## src/rtl/pulse_timer.sv

```systemverilog
// ---------------------------------------------------------------------------
// pulse_timer
//   Programmable delay / refresh timebase. A Start request latches Period
//   (0 is promoted to 1) and Mode, then the block counts down one tick per
//   clock (or per PRESCALE clocks when prescaling is built in). At the
//   terminal tick it either raises Mo and holds it (one-shot, DONE state) or
//   strobes Mo for one cycle and reloads (periodic). Stop aborts to IDLE and
//   Start may retrigger from any state.
//
//   Optional build macro: PULSE_TIMER_PRESCALE_EN
//     defined   - ticks occur every PRESCALE clocks while in RUN
//     undefined - every RUN clock is a tick, PRESCALE is ignored
//
//   Ports
//     Clk    in   system clock, rising edge
//     Rst    in   synchronous active-high reset
//     Start  in   single-cycle request, latches Period/Mode
//     Stop   in   single-cycle abort to IDLE
//     Mode   in   0 = one-shot, 1 = periodic
//     Period in   [WIDTH] delay in ticks
//     Mo     out  timer output (registered)
//     Busy   out  high while in RUN (registered)
//     Count  out  [WIDTH] remaining ticks (registered)
// ---------------------------------------------------------------------------
module pulse_timer #(
    parameter int unsigned WIDTH    = 18,
    parameter int unsigned PRESCALE = 4
) (
    input  logic             Clk,
    input  logic             Rst,
    input  logic             Start,
    input  logic             Stop,
    input  logic             Mode,
    input  logic [WIDTH-1:0] Period,
    output logic             Mo,
    output logic             Busy,
    output logic [WIDTH-1:0] Count
);

    // Elaboration-time sanity check on the prescale ratio.
    if (PRESCALE < 1) begin : g_bad_prescale
        $error("pulse_timer: PRESCALE must be >= 1");
    end

    typedef enum logic [1:0] {
        ST_IDLE = 2'd0,
        ST_RUN  = 2'd1,
        ST_DONE = 2'd2
    } state_t;

    localparam logic [WIDTH-1:0] CNT_ONE = WIDTH'(1);

    state_t           state_q, state_d;
    logic [WIDTH-1:0] count_q, count_d;
    logic [WIDTH-1:0] pq_q,    pq_d;      // latched, already promoted period
    logic             mode_q,  mode_d;
    logic             mo_q,    mo_d;
    logic             busy_q,  busy_d;
    logic [WIDTH-1:0] start_pq;
    logic             tick;

    // Period 0 behaves as 1 so the counter never starts at zero in RUN.
    always_comb begin
        start_pq = Period;
        if (Period == '0) start_pq = CNT_ONE;
    end

`ifdef PULSE_TIMER_PRESCALE_EN
    // A PRESCALE of 1 would give a zero-width counter; keep one bit so the
    // compare below still works (PS_LAST is then 0 and every cycle ticks).
    localparam int unsigned     PS_W    = (PRESCALE > 1) ? $clog2(PRESCALE) : 1;
    localparam logic [PS_W-1:0] PS_LAST = PS_W'(PRESCALE - 1);

    logic [PS_W-1:0] presc_q, presc_d;

    assign tick = (presc_q == PS_LAST);

    always_comb begin
        presc_d = '0;
        // Start/Stop restart the phase; outside RUN it sits at zero.
        if (!Stop && !Start && state_q == ST_RUN) begin
            presc_d = tick ? '0 : presc_q + PS_W'(1);
        end
    end

    always_ff @(posedge Clk) begin
        if (Rst) presc_q <= '0;
        else     presc_q <= presc_d;
    end
`else
    assign tick = 1'b1;
`endif

    // Next-state and next-output logic. Stop beats Start; both beat counting.
    always_comb begin
        state_d = state_q;
        count_d = count_q;
        pq_d    = pq_q;
        mode_d  = mode_q;
        mo_d    = mo_q;
        busy_d  = busy_q;

        if (Stop) begin
            state_d = ST_IDLE;
            count_d = '0;
            mo_d    = 1'b0;
            busy_d  = 1'b0;
        end else if (Start) begin
            pq_d    = start_pq;
            mode_d  = Mode;
            count_d = start_pq;
            state_d = ST_RUN;
            busy_d  = 1'b1;
            mo_d    = 1'b0;
        end else begin
            unique case (state_q)
                ST_IDLE: begin
                    count_d = '0;
                    mo_d    = 1'b0;
                    busy_d  = 1'b0;
                end
                ST_RUN: begin
                    busy_d = 1'b1;
                    mo_d   = 1'b0;        // periodic strobe lasts one cycle
                    if (tick) begin
                        if (count_q > CNT_ONE) begin
                            count_d = count_q - CNT_ONE;
                        end else if (mode_q) begin
                            count_d = pq_q;
                            mo_d    = 1'b1;
                        end else begin
                            count_d = '0;
                            state_d = ST_DONE;
                            busy_d  = 1'b0;
                            mo_d    = 1'b1;
                        end
                    end
                end
                ST_DONE: begin
                    count_d = '0;
                    mo_d    = 1'b1;
                    busy_d  = 1'b0;
                end
                default: begin
                    state_d = ST_IDLE;
                    count_d = '0;
                    mo_d    = 1'b0;
                    busy_d  = 1'b0;
                end
            endcase
        end
    end

    always_ff @(posedge Clk) begin
        if (Rst) begin
            state_q <= ST_IDLE;
            count_q <= '0;
            pq_q    <= '0;
            mode_q  <= 1'b0;
            mo_q    <= 1'b0;
            busy_q  <= 1'b0;
        end else begin
            state_q <= state_d;
            count_q <= count_d;
            pq_q    <= pq_d;
            mode_q  <= mode_d;
            mo_q    <= mo_d;
            busy_q  <= busy_d;
        end
    end

    assign Mo    = mo_q;
    assign Busy  = busy_q;
    assign Count = count_q;

endmodule

```

## config.mk

```make
export PLATFORM = sky130hd
export DESIGN_NAME = pulse_timer
export DESIGN_NICKNAME = d
export VERILOG_FILES = /design/src/rtl/pulse_timer.sv
export SDC_FILE = /design/constraint.sdc
export NUM_CORES = 1
export LEC_CHECK = 0
export ABC_AREA = 1
export CAP_MARGIN = 10
export CORE_MARGIN = 1
export CORE_UTILIZATION = 53
export DETAILED_ROUTE_END_ITERATION = 7
export GPL_ROUTABILITY_DRIVEN = 1
export PLACE_DENSITY = 0.8
export SYNTH_ARGS = -nofsm -noshare
export SYNTH_HDL_FRONTEND = slang
export SYNTH_SLANG_ARGS = --single-unit
```

## constraint.sdc

```tcl
create_clock -name Clk -period 1.9 [get_ports Clk]
set_input_delay 0.285 -clock Clk [delete_from_list [all_inputs] [get_ports Clk]]
set_output_delay 0.285 -clock Clk [all_outputs]
set_load 0.01 [all_outputs]
```

==> impl_metrics.csv, run 1 <==
group,metric,value,unit
final_layout,nets,443,
grt,grt_pass1_vias,2255,
placed_design,place_ws,-0.00386,ns
final_layout,final_util,0.695,
routing,vias_per_cell,5.34,
clock_tree,h-tree-depth,2,
critical_path,max_stage_delay,0.35,ns
synthesis,synthTopCellsByArea,"dfxtp_1 34%, nand2_1 17%, a21oi_1 6.8%, inv_1 6.1%, nor2_1 6.1%",
critical_path,crit_slowest_cell,"dfxtp_2",
routing,antenna_left,0,
timing,clock_skew,0.00696,ns
clock_tree,cts_tree,"done",
timing,finalHoldViolCount,0,
clock_tree,hold_buffers,0,
final_layout,drive_gt1_frac,0.0962,
timing,final-setup-viol-count,0,
final_layout,fillers,389,
clock_tree,clkTransAtPathRegs,0.08,ns
job,max-cap-violations,0,
clock_tree,clk_latency,0.29,ns
timing,fin_crit_sh,0.909,
min_path,hp-class,"reg2reg",
critical_path,cp_data_required_time,2.12,ns
floorplan,core-area,4380,sq um
synthesis,syn_inst,370,
floorplan,io_pins,43,
clock_tree,clockBufferDepth,2,
final_layout,diodes,0,
final_layout,area_delta_synth_final,26.0,%
grt,grt_use_met2,0.393,
critical_path,cpMostUsedCell,"nand2_1",
synthesis,synth_top_area_share,0.339,
grt,grt_pass1_wl,10.6,mm
routing,drc,0,
timing,worstMarginPinSlew,0.557,ns
critical_path,critPathTopFamily,"simple AND/OR/NAND/NOR gates",
grt,grt-ovfl-total,0,
grt,grt_max_degree,34,
timing,slew_viol_final,0,
routing,num_vias,2497,
critical_path,critPathKind,"reg2reg",
clock_tree,cts_sinks,41,
critical_path,start_kind,"flip-flop",
placed_design,port_buffers,42,
grt,grtUsageMet3,0.0363,
power,power_density,672,nW/um^2
timing,layout_setup_ws,0.172,ns
placed_design,place_congestion,0.913,
synthesis,seq_area_frac_synth,0.339,
critical_path,worst_setup_path_end_kind,"flip-flop",
timing,rsz0062_at_grt,"false",
routing,wl,6.24,mm
final_layout,layout_common_cells,"109 x nand2_1, 42 x clkdlybuf4s50_1, 40 x dfxtp_1",
synthesis,yosysTopAreaCell,"dfxtp_1",
floorplan,start_util,0.552,
timing,slew_headroom,0.628,
routing,first_pass_iters,4,
synthesis,syn_area,2420,sq um
critical_path,cp_cell_sequence,"inv_1 > ha_2 > inv_1 > nand2_1 > nand3_2 > nor2_4 > buf_4 > nand4_1 > nand2_1 > nand2_1 > a21oi_1",
grt,grt_util_all_layers,0.271,
timing,worst_hold_slack,0.492,ns
floorplan,die_w,69.6,um
critical_path,cp_max_fo,6,
clock_tree,clockRootBuffer,"clkbuf_8",
synthesis,syn_nets,398,
critical_path,r2r_slack,0.17,ns
synthesis,synth.distinct_cells,28,
final_layout,final_common_cell,"nand2_1",
placed_design,hpwl,4.78,mm
floorplan,dieArea,4840,sq um
timing,fmax,579,MHz
synthesis,ys_warn_count,0,
routing,first_iter_violations,214,
routing,wl_per_cell,13.3,um
critical_path,arrival,1.95,ns
timing,final.setup.tns,0,ns
timing,fin_crit,1.73,ns
critical_path,cp.buffers_inverters,3,
floorplan,die_y,69.6,um
synthesis,syn_avg_cell_area,6.54,sq um
grt,globalRoute.busiestLayer,"met1",
grt,grtUsageMet1,0.410,
grt,grt_antenna_before_repair,0,
floorplan,rows,24,
clock_tree,numCtsBuffers,5,
synthesis,ys_seq_elements,41,
power,ir_worst_vdd,585,uV
power,leakage,1.36,nW
status,outcome,"complete, no violations",
## Yosys cell counts
library cell	n
nand2_1	109
dfxtp_1	41
inv_1	39
nor2_1	39
a21oi_1	33
nand3_1	29
o21ai_0	18
clkbuf_1	8
nand4_1	8
nor2_2	8
ha_1	5
nand3_2	4
xnor2_1	4
nand2_4	3
nand3b_1	3
nor2_4	3
buf_2	2
nand2_2	2
nor3_1	2
o21bai_1	2
a211oi_1	1
a21oi_4	1
buf_6	1
clkinv_1	1
nor2_8	1
nor3_4	1
o211a_1	1
o21ai_1	1
## power by group
group | switching, mW | total [mW] | internal [mW]
Clock | 0.282 | 0.543 | 0.261
Sequential | 0.0381 | 0.937 | 0.899
Combinational | 0.340 | 0.568 | 0.228
## per-layer routing
metal,routed length (um),vias up,share of wire
li1,-,1281,-
met1,3100,1097,0.50
met2,2670,108,0.43
met3,361,11,0.058
met4,111,0,0.018
met5,0,-,0
## path summary, 6_finish.rpt
path,end,startpoint,cells after the start
max reg2reg,Count[13],Count[0],11
max,Count[13],Count[0],11
min,pq_q[17],pq_q[17],2
min reg2reg,pq_q[17],pq_q[17],2
## worst reg2reg max path, delay by kind of cell, from the launching register on
family,cells,cell delay [ns]
flops,1,0.35
simple gates,6,0.62
fa+ha+maj,1,0.22
buf+inv,3,0.36
compound gates,1,0.12
## sequential cells by signal, summed over array words and instances (netlist names)
| register | cells |
|---|---|
| mode_q | 1 |
| Busy | 1 |
| pq_q | 18 |
| Count | 18 |
| state_q | 2 |
| Mo | 1 |
## metrics by stage
step                      std cells  area, sq um  total power, mW
after detailed placement        459         2940             1.49
final                           468         3050             2.05
after global placement          459         2940             1.49
after global routing            468         3050             2.16
after CTS                       468         3020             2.04
after floorplan                 370         2420             1.32
## timing repair
item / 4_1_cts / 5_1_grt
pin swaps: 1 / 0
setup endpoints to repair: 8 / 11
resized for setup: 0 / 6
buffers inserted: 1 / 0
## area by class of cell
type | instances | area, sq um | share of cell area
well taps | 52 | 65.1 | 0.0214
clock buffers | 8 | 80.1 | 0.0263
multi-input cells | 278 | 1420 | 0.464
repair buffers | 49 | 510 | 0.168
flip-flops and latches | 41 | 822 | 0.270
inverters | 40 | 154 | 0.0505
## logic make-up after synthesis
family | after synthesis | share of synthesized area
adder cells (fa/ha/maj) | 5 | 0.0259
flip-flops | 41 | 0.339
XOR/XNOR | 4 | 0.0145
AO/OA/AOI/OAI | 57 | 0.128
buffers and inverters | 51 | 0.0833
AND/OR/NAND/NOR | 212 | 0.409
No activity file was read; power rests on OpenSTA's default activity.
==> run 2: changes to the inputs <==
--- a/config.mk
+++ b/config.mk
@@ -12,3 +12,3 @@
 export DETAILED_ROUTE_END_ITERATION = 7
-export GPL_ROUTABILITY_DRIVEN = 1
+export GPL_ROUTABILITY_DRIVEN = 0
 export PLACE_DENSITY = 0.8
--- a/constraint.sdc
+++ b/constraint.sdc
@@ -3,2 +3,2 @@
 set_output_delay 0.285 -clock Clk [all_outputs]
-set_load 0.01 [all_outputs]
+set_load 0.1 [all_outputs]
==> run 2 against run 1 <==
Net effect: flip-flop and latch count unchanged; clock skew about the same; register-to-register slack got worse by 0.02 ns; total power increased by 15%; critical path type unchanged; largest cell class unchanged; highest routed layer unchanged.
==> impl_metrics.csv, run 2 (synthesis gave the netlist of run 1 again) <==
group,metric,value,unit
clock_tree,cts_sinks,41,
timing,layout_setup_ws,0.153,ns
critical_path,start_kind,"flip-flop",
critical_path,r2r_slack,0.15,ns
critical_path,cp_data_required_time,2.12,ns
critical_path,cp_cell_sequence,"inv_1 > ha_1 > inv_1 > nand2_1 > nand3_2 > nor2_4 > nand2_4 > clkinvlp_4 > nand2_1 > nand3_1 > a21oi_1",
timing,rsz0062_at_grt,"false",
final_layout,fin_area,3090,sq um
routing,drc,0,
critical_path,worst_setup_path_end_kind,"flip-flop",
power,power,2.36,mW
final_layout,fillers,383,
clock_tree,clockBufferDepth,2,
clock_tree,clkTransAtPathRegs,0.09,ns
timing,slew_headroom,0.623,
floorplan,die_w,69.6,um
timing,final-setup-viol-count,0,
routing,antenna_left,0,
floorplan,io_pins,43,
floorplan,start_util,0.552,
timing,worstMarginPinSlew,0.564,ns
final_layout,final_util,0.704,
min_path,hold_path_startpoint,"pq_q[16]",
grt,grt_pass1_wl,10.7,mm
grt,grt_util_all_layers,0.270,
clock_tree,h-tree-depth,2,
placed_design,place_ws,0.130,ns
placed_design,port_buffers,42,
clock_tree,numCtsBuffers,5,
critical_path,r2r_end,"Count[8]",
timing,fin_crit_sh,0.919,
status,outcome,"complete, no violations",
floorplan,dieArea,4840,sq um
critical_path,r2r_cells,11,
critical_path,arrival,1.97,ns
final_layout,area_delta_synth_final,27.7,%
final_layout,layout_common_cells,"109 x nand2_1, 39 x nor2_1, 38 x inv_1",
routing,first_iter_violations,293,
min_path,min_path_cells,2,
critical_path,regToRegStartpoint,"Count[0]",
final_layout,diodes,0,
final_layout,drive_gt1_frac,0.156,
final_layout,multiInputGateArea,1400,sq um
floorplan,rows,24,
final_layout,ff_latch_area,830,sq um
final_layout,nets,443,
routing,wl_per_cell,13.1,um
timing,fin_crit,1.75,ns
grt,grt_antenna_before_repair,0,
placed_design,place_inst,460,
timing,final.setup.tns,0,ns
power,power_density,763,nW/um^2
floorplan,die_y,69.6,um
critical_path,cp_max_fo,14,
timing,slew_viol_final,0,
final_layout,instances_no_fill,468,
critical_path,crit_slowest_cell,"dfxtp_4",
grt,grt-ovfl-total,0,
min_path,min_to,"pq_q[16]",
job,max-cap-violations,0,
grt,grt_max_degree,19,
power,leakage,1.44,nW
power,ir_worst_vdd,515,uV
critical_path,critPathKind,"reg2reg",
clock_tree,cts_tree,"done",
final_layout,final_common_cell,"nand2_1",
routing,first_pass_iters,4,
clock_tree,clk_latency,0.29,ns
timing,worst_hold_slack,0.473,ns
clock_tree,postCtsSetupRepairBufs,0,
min_path,hp-class,"reg2reg",
floorplan,core-area,4380,sq um
routing,wl,6.15,mm
clock_tree,clockRootBuffer,"clkbuf_8",
timing,finalHoldViolCount,0,
critical_path,max_stage_delay,0.38,ns
timing,fmax,572,MHz
placed_design,hpwl,4.92,mm
grt,grt_pass1_vias,2258,
routing,num_vias,2511,
placed_design,post_dp_cell_area,2950,sq um
timing,clock_skew,0.00718,ns
routing,vias_per_cell,5.37,
-- run 2: timing repair --
item | 4_1_cts | 5_1_grt
gates resized for setup | 0 | 2
hold buffers | 0 | 0
endpoints found under the hold margin | 0 | 0
setup endpoints to repair | 0 | 10
-- run 2: power breakdown --
group          switching [mW]  leakage, nW  internal (mW)
clock                   0.314       0.0663          0.469
combinational           0.414         1.04          0.222
sequential             0.0401        0.338          0.898
total                   0.769         1.44           1.59
-- run 2: area by class of cell --
class | count | share of cell area
clock buffers | 6 | 0.0304
inverters | 40 | 0.0498
flip-flops and latches | 41 | 0.269
multi-input cells | 278 | 0.453
well taps | 52 | 0.0211
repair buffers | 49 | 0.165
clock inverters | 2 | 0.0113
-- run 2: critical path: cells and delay by family, from the launching register on --
family / cells / cell delay, ns
AOI/OAI and AO/OA: 1 / 0.14
adders and majority gates: 1 / 0.23
buffers and inverters: 3 / 0.37
DFF: 1 / 0.38
and+or+nand+nor: 6 / 0.55
-- run 2: worst max-delay path by stage --
stage               slack [ns]       from        end  cells past startpoint
global route           0.00005   Count[0]   Count[9]                     11
global placement          0.20   Count[0]  Count[12]                     11
floorplan                 0.01  Count[14]   Count[2]                      9
CTS                       0.12   Count[0]  Count[11]                     11
detailed placement        0.13   Count[0]   Count[9]                     11
finish                    0.15   Count[0]   Count[8]                     11
-- run 2: per-layer routing --
metal  up-vias  share of wire  GRT usage
li1       1277              -          -
met5         -              0          0
met1      1147           0.49      0.389
met2        80           0.45      0.433
met3         7          0.051     0.0349
met4         0         0.0070     0.0590
==> run 3: changes to the inputs <==
Settings changed: CORE_UTILIZATION 53 to 60, DONT_BUFFER_PORTS from default to 1, PLACE_DENSITY 0.8 to 0.76.
==> run 3 against run 2 <==
Net effect: setup slack got worse by 0.025 ns; first-iteration DRC count decreased by 23%; worst hold slack worse by 0.43 ns; critical endpoint is now Count[11]; via count decreased by 4.0%; flip-flop and latch count unchanged; clock skew rose by 0.00077 ns; die area down 11%; highest routed layer unchanged; global-route usage up 4.7 points.
==> impl_metrics.csv, run 3 (synthesis gave the netlist of run 1 again) <==
group,metric,value,unit
status,outcome,"complete, no violations",
clock_tree,clockBufferDepth,2,
final_layout,diodes,0,
routing,num_vias,2410,
critical_path,critPathKind,"reg2reg",
power,power_frac_clock,0.283,
critical_path,arrival,2.00,ns
job,max-cap-violations,0,
placed_design,port_buffers,0,
timing,final.setup.tns,0,ns
power,combPwrFrac,0.270,
critical_path,worst_setup_path_end_kind,"flip-flop",
timing,rsz0062_at_grt,"false",
clock_tree,cts_tree,"done",
grt,grt_util_all_layers,0.318,
grt,grtUsageMet3,0.0677,
critical_path,cp_cell_sequence,"inv_1 > ha_1 > inv_1 > nand2_1 > nand3_2 > nor2_4 > nand2_4 > clkinvlp_4 > nand2_1 > nand3_1 > a21oi_1",
floorplan,dieArea,4290,sq um
critical_path,crit_slowest_cell,"dfxtp_4",
placed_design,place_inst,433,
routing,drc,0,
timing,fin_crit_sh,0.932,
critical_path,cp_data_required_time,2.13,ns
timing,slew_viol_final,0,
timing,fin_crit,1.77,ns
grt,grt_use_met2,0.503,
routing,wl_per_cell,13.9,um
grt,grt_pass1_wl,10.4,mm
timing,slew_headroom,0.530,
power,leakage,1.31,nW
timing,worstMarginPinSlew,0.704,ns
floorplan,die_w,65.5,um
grt,grtUsageMet1,0.428,
final_layout,nets,420,
routing,wl,6.14,mm
routing,first_iter_violations,225,
timing,finalHoldViolCount,0,
timing,final-setup-viol-count,0,
timing,layout_setup_ws,0.128,ns
power,p_sw,727,uW
critical_path,cp_max_fo,14,
clock_tree,h-tree-depth,2,
clock_tree,clockRootBuffer,"clkbuf_8",
final_layout,area_delta_synth_final,12.7,%
critical_path,max_stage_delay,0.38,ns
floorplan,rows,22,
timing,fmax,564,MHz
placed_design,place_ws,0.187,ns
grt,grt_pass1_vias,2274,
power,seqPwrFrac,0.447,
final_layout,instances_no_fill,441,
critical_path,start_kind,"flip-flop",
final_layout,layout_common_cells,"109 x nand2_1, 39 x nor2_1, 38 x inv_1",
floorplan,core-area,3770,sq um
power,swShare,0.347,
timing,clock_skew,0.00796,ns
routing,vias_per_cell,5.46,
routing,first_pass_iters,4,
clock_tree,clkTransAtPathRegs,0.08,ns
clock_tree,clk_latency,0.30,ns
clock_tree,postCtsSetupRepairBufs,0,
floorplan,io_pins,43,
power,ir_worst_vdd,509,uV
routing,antenna_left,0,
grt,grt_max_degree,26,
floorplan,start_util,0.641,
floorplan,die_y,65.5,um
power,internal_power,1.37,mW
min_path,hp-class,"in2reg",
power,power_density,768,nW/um^2
grt,globalRoute.busiestLayer,"met2",
clock_tree,numCtsBuffers,5,
clock_tree,cts_sinks,41,
final_layout,drive_gt1_frac,0.155,
grt,grt_antenna_before_repair,0,
final_layout,final_common_cell,"nand2_1",
placed_design,hpwl,4.66,mm
grt,grt-ovfl-total,0,
[run 3: changes by cell type in the layout (fill, tap and decap cells not counted), moves of 2 or more]
cell and delta:
clkdlybuf4s50_1 -22, buf_4 +6, buf_12 -7, clkbuf_1 +2
[run 3: critical path: cells and delay by family (launching register included)]
kind,cells,cell delay [ns]
buffers and inverters,3,0.37
adders and majority gates,1,0.24
AOI/OAI and AO/OA,1,0.15
and+or+nand+nor,6,0.54
DFF,1,0.38
[run 3: layout make-up]
cell class	instances	area [sq um]
Sequential cell	41	830
Fill cell	333	1050
Inverter	40	154
Multi-Input combinational cell	278	1400
Timing Repair Buffer	26	195
Clock buffer	8	90.1
Tap cell	48	60.1
[run 3: path summary, 6_finish.rpt]
| kind | to | slack [ns] | depth (start not counted) | start |
|---|---|---|---|---|
| setup reg to reg | Count[11] | 0.13 | 11 | Count[0] |
| hold / removal | pq_q[16] | 0.05 | 1 | Rst |
| hold reg to reg | pq_q[17] | 0.47 | 2 | pq_q[17] |
| setup / recovery | Count[11] | 0.13 | 11 | Count[0] |
[run 3: layer usage]
metal	routed length [um]	up-vias
li1	-	1227
met1	2840	1084
met2	2720	90
met3	498	9
met4	78	0
met5	0	-
[run 3: power by group through the flow]
stage / Sequential, mW / Combinational, mW / Clock, mW
after global routing: 0.941 / 0.622 / 0.629
after CTS: 0.935 / 0.558 / 0.591
after global placement: 0.953 / 0.548 / 0
after floorplan: 1.03 / 0.369 / 0
after detailed placement: 0.954 / 0.555 / 0
final: 0.936 / 0.564 / 0.593
[run 3: repair_timing]
| action | CTS | global route |
|---|---|---|
| endpoints found under the setup margin | 0 | 1 |
| gates resized for setup | 0 | 1 |
| hold buffers | 0 | 0 |
[run 3: through the flow]
step           cell area [sq um]  hold WS [ns]  power, mW  utilization
6_report                    2730        0.0475       2.09        0.723
5_1_grt                     2730        0.0468       2.19        0.723
4_1_cts                     2720        0.0494       2.08        0.722
3_5_place_dp                2630         0.360       1.51        0.698
3_3_place_gp                2630         0.355       1.50        0.698
2_1_floorplan               2430         0.354       1.40            -
==> variant: new RTL, settings of run 2 <==
Add a define of `PULSE_TIMER_PRESCALE_EN`.
--- a/src/rtl/pulse_timer.sv
+++ b/src/rtl/pulse_timer.sv
@@ -24,2 +24,4 @@
 // ---------------------------------------------------------------------------
+`define PULSE_TIMER_PRESCALE_EN
+
 module pulse_timer #(
Check against the original RTL: not equivalent (a bounded check fails within 4 cycles, from zero or initial values and one cycle with Rst high).
==> variant against run 2 <==
Routed wire length rose by 19%. Utilization fell by 3.3 points. Final cell count is 10% higher. Total power shrank 2.1%. Area after synthesis up 8.7%. Sequential cell count grew 2. Global-route usage increased by 2.6 points. Cell area is 3.4% higher. Setup slack gained 0.052 ns. Largest cell class unchanged. Via count up 13%. Sequential power rose by 5.3%.
==> variant: results (changes against run 2) <==
Setup path
  • Max FO, Critical Path: 18 (+4)
  • Slowest stage delay, CP: ~0.37 ns
  • CP max stage cell: dfxtp_4
  • Critical path's top delay family: simple AND/OR/NAND/NOR gates
  • Worst EP arrival: 1.88 ns (-0.09 ns)

Clock tree
  • Clock Latency Late Sink: around 0.30 ns
  • CTS clk-pin slew, worst paths: ~0.080 ns
  • Setup bufs post-CTS: 0 (unchanged)
  • H-tree Lvls: 2 (unchanged)
  • TritonCTS buffer count: 5 (unchanged)
  • Post-cts sizing count: 0 (unchanged)

Place
  • Dpl cell area: 3100 um2 (+4.9%)
  • Placed cells: 510 (+11%)
  • Setup WS pre-CTS: 0.161 ns (+0.0312 ns)
  • DP Wirelength: 5620 um (+14%)
  • Number of buffers added on ports: 42 (unchanged)

Route
  • Drt wl/cell: 14.2 um (+7.8%)
  • Vias: 2,836 (+13%)
  • Wire length on met3: 432 um (+37%)
  • Met1 WL: 3500 um (+16%)
  • Top routing layer used: met4
  • DRT iter0 DRCs: 217 (-26%)
  • First-pass iteration count of the detailed router: 5 (+1)
  • Met2 WL post-DR: 3270 um (+18%)

Global route
  • Antenna violations before repair: 0 (unchanged)
  • Pin count of the biggest net entering global routing: 24 (+5)
  • M3 GR Usage: 0.0458 (+0.0109)
  • GR Util met2: 0.442 (+0.00979)
  • Global Route Usage Sum: 0.296 (+0.0255)
  • Met1 Track Usage GR: 0.434 (+0.0447)
  • Number of global-route vias before repair: 2,550 (+13%)
  • First-pass GRT wire length: 12,100 um (+13%)

Yosys
  • Fraction of registers with async set/reset: 0 (unchanged)
  • Most frequent cells after synthesis: nand2_1, a21oi_1, nor2_1, dfxtp_1, nand3_1
  • Ys Warns: 0 (unchanged)
  • Mapped Nets: 438 (+10%)
  • Average cell area after synthesis: 6.43 um2 (-1.7%)
  • Synth area leaders: dfxtp_1, nand2_1, a21oi_1
  • Count of cell types in the netlist: 32 (+14%)
  • Top_reg_cell synth: dfxtp_1
  • Sequential share of the synthesized area: 0.327 (-0.0119)

Cells and area
  • Area growth, synth to finish: 21.4%
  • Nets: 479 (+8.1%)
  • Fill cells: 450 (+17%)
  • Layout cells sized above 1: 0.164 (+0.00819)
  • Final Instance Count excl. Fillers: 517 (+10%)

Power
  • Max IR drop VDD: 0.000568 V (+10%)
  • Static Leak: 1.41 nW (-2.1%)

STA
  • Max Clock Skew: 0.00698 ns (-0.000198 ns)
  • Max_slew headroom: 0.691 (+0.0677)
  • Fin. max-slew vios: 0 (unchanged)

Run status
  • Outcome: finished clean

Min path
  • Hold Path Class: flip-flop to flip-flop
-- variant: changes by cell type in the layout (fill, tap and decap cells not counted), moves of 5 or more --
| cell | change |
|---|---|
| a21oi_1 | +17 |
| buf_12 | -6 |
| buf_4 | +6 |
| dfxtp_1 | -9 |
| dfxtp_2 | +11 |
| inv_1 | -5 |
| nand2_1 | -10 |
| nand3_1 | +13 |
| nand4_1 | -5 |
| nor2_1 | +8 |
| o21ai_0 | +14 |
-- variant: worst register-to-register path, cell delays in order, from the launching register on --
cell and delay (ns):
dfxtp_4 0.37, inv_1 0.09, ha_1 0.29, nand2_4 0.11, nor2_8 0.13, nand3_4 0.14
nand2_8 0.16, o21ai_0 0.13, nand3_1 0.10, a21oi_1 0.07
-- variant: where the power goes --
part	switching (mW)	internal, mW
sequential	0.0431	0.944
clock	0.313	0.286
combinational	0.488	0.235
-- variant: cells by family (layout without fill, tap and decap cells) --
group	Yosys count	count (layout)	share of synthesized area
fa+ha+maj	6	6	0.0286
buf+inv	53	94	0.0838
compound gates	90	90	0.177
simple gates	212	212	0.367
xor+xnor	5	5	0.0167
flops	43	43	0.327
-- variant: cell type report --
class	instances	share of cell area
clock inverters	1	0.00157
inverters	38	0.0455
well taps	67	0.0263
flip-flops and latches	43	0.277
multi-input cells	313	0.488
clock buffers	6	0.0259
repair buffers	49	0.136
-- variant: final timing paths --
kind,startpoint,to,slack [ns],depth (start not counted)
setup / recovery,Count[0],Count[2],0.21,9
hold / removal,presc_q[0],presc_q[0],0.45,1
setup reg to reg,Count[0],Count[2],0.21,9
hold reg to reg,presc_q[0],presc_q[0],0.45,1
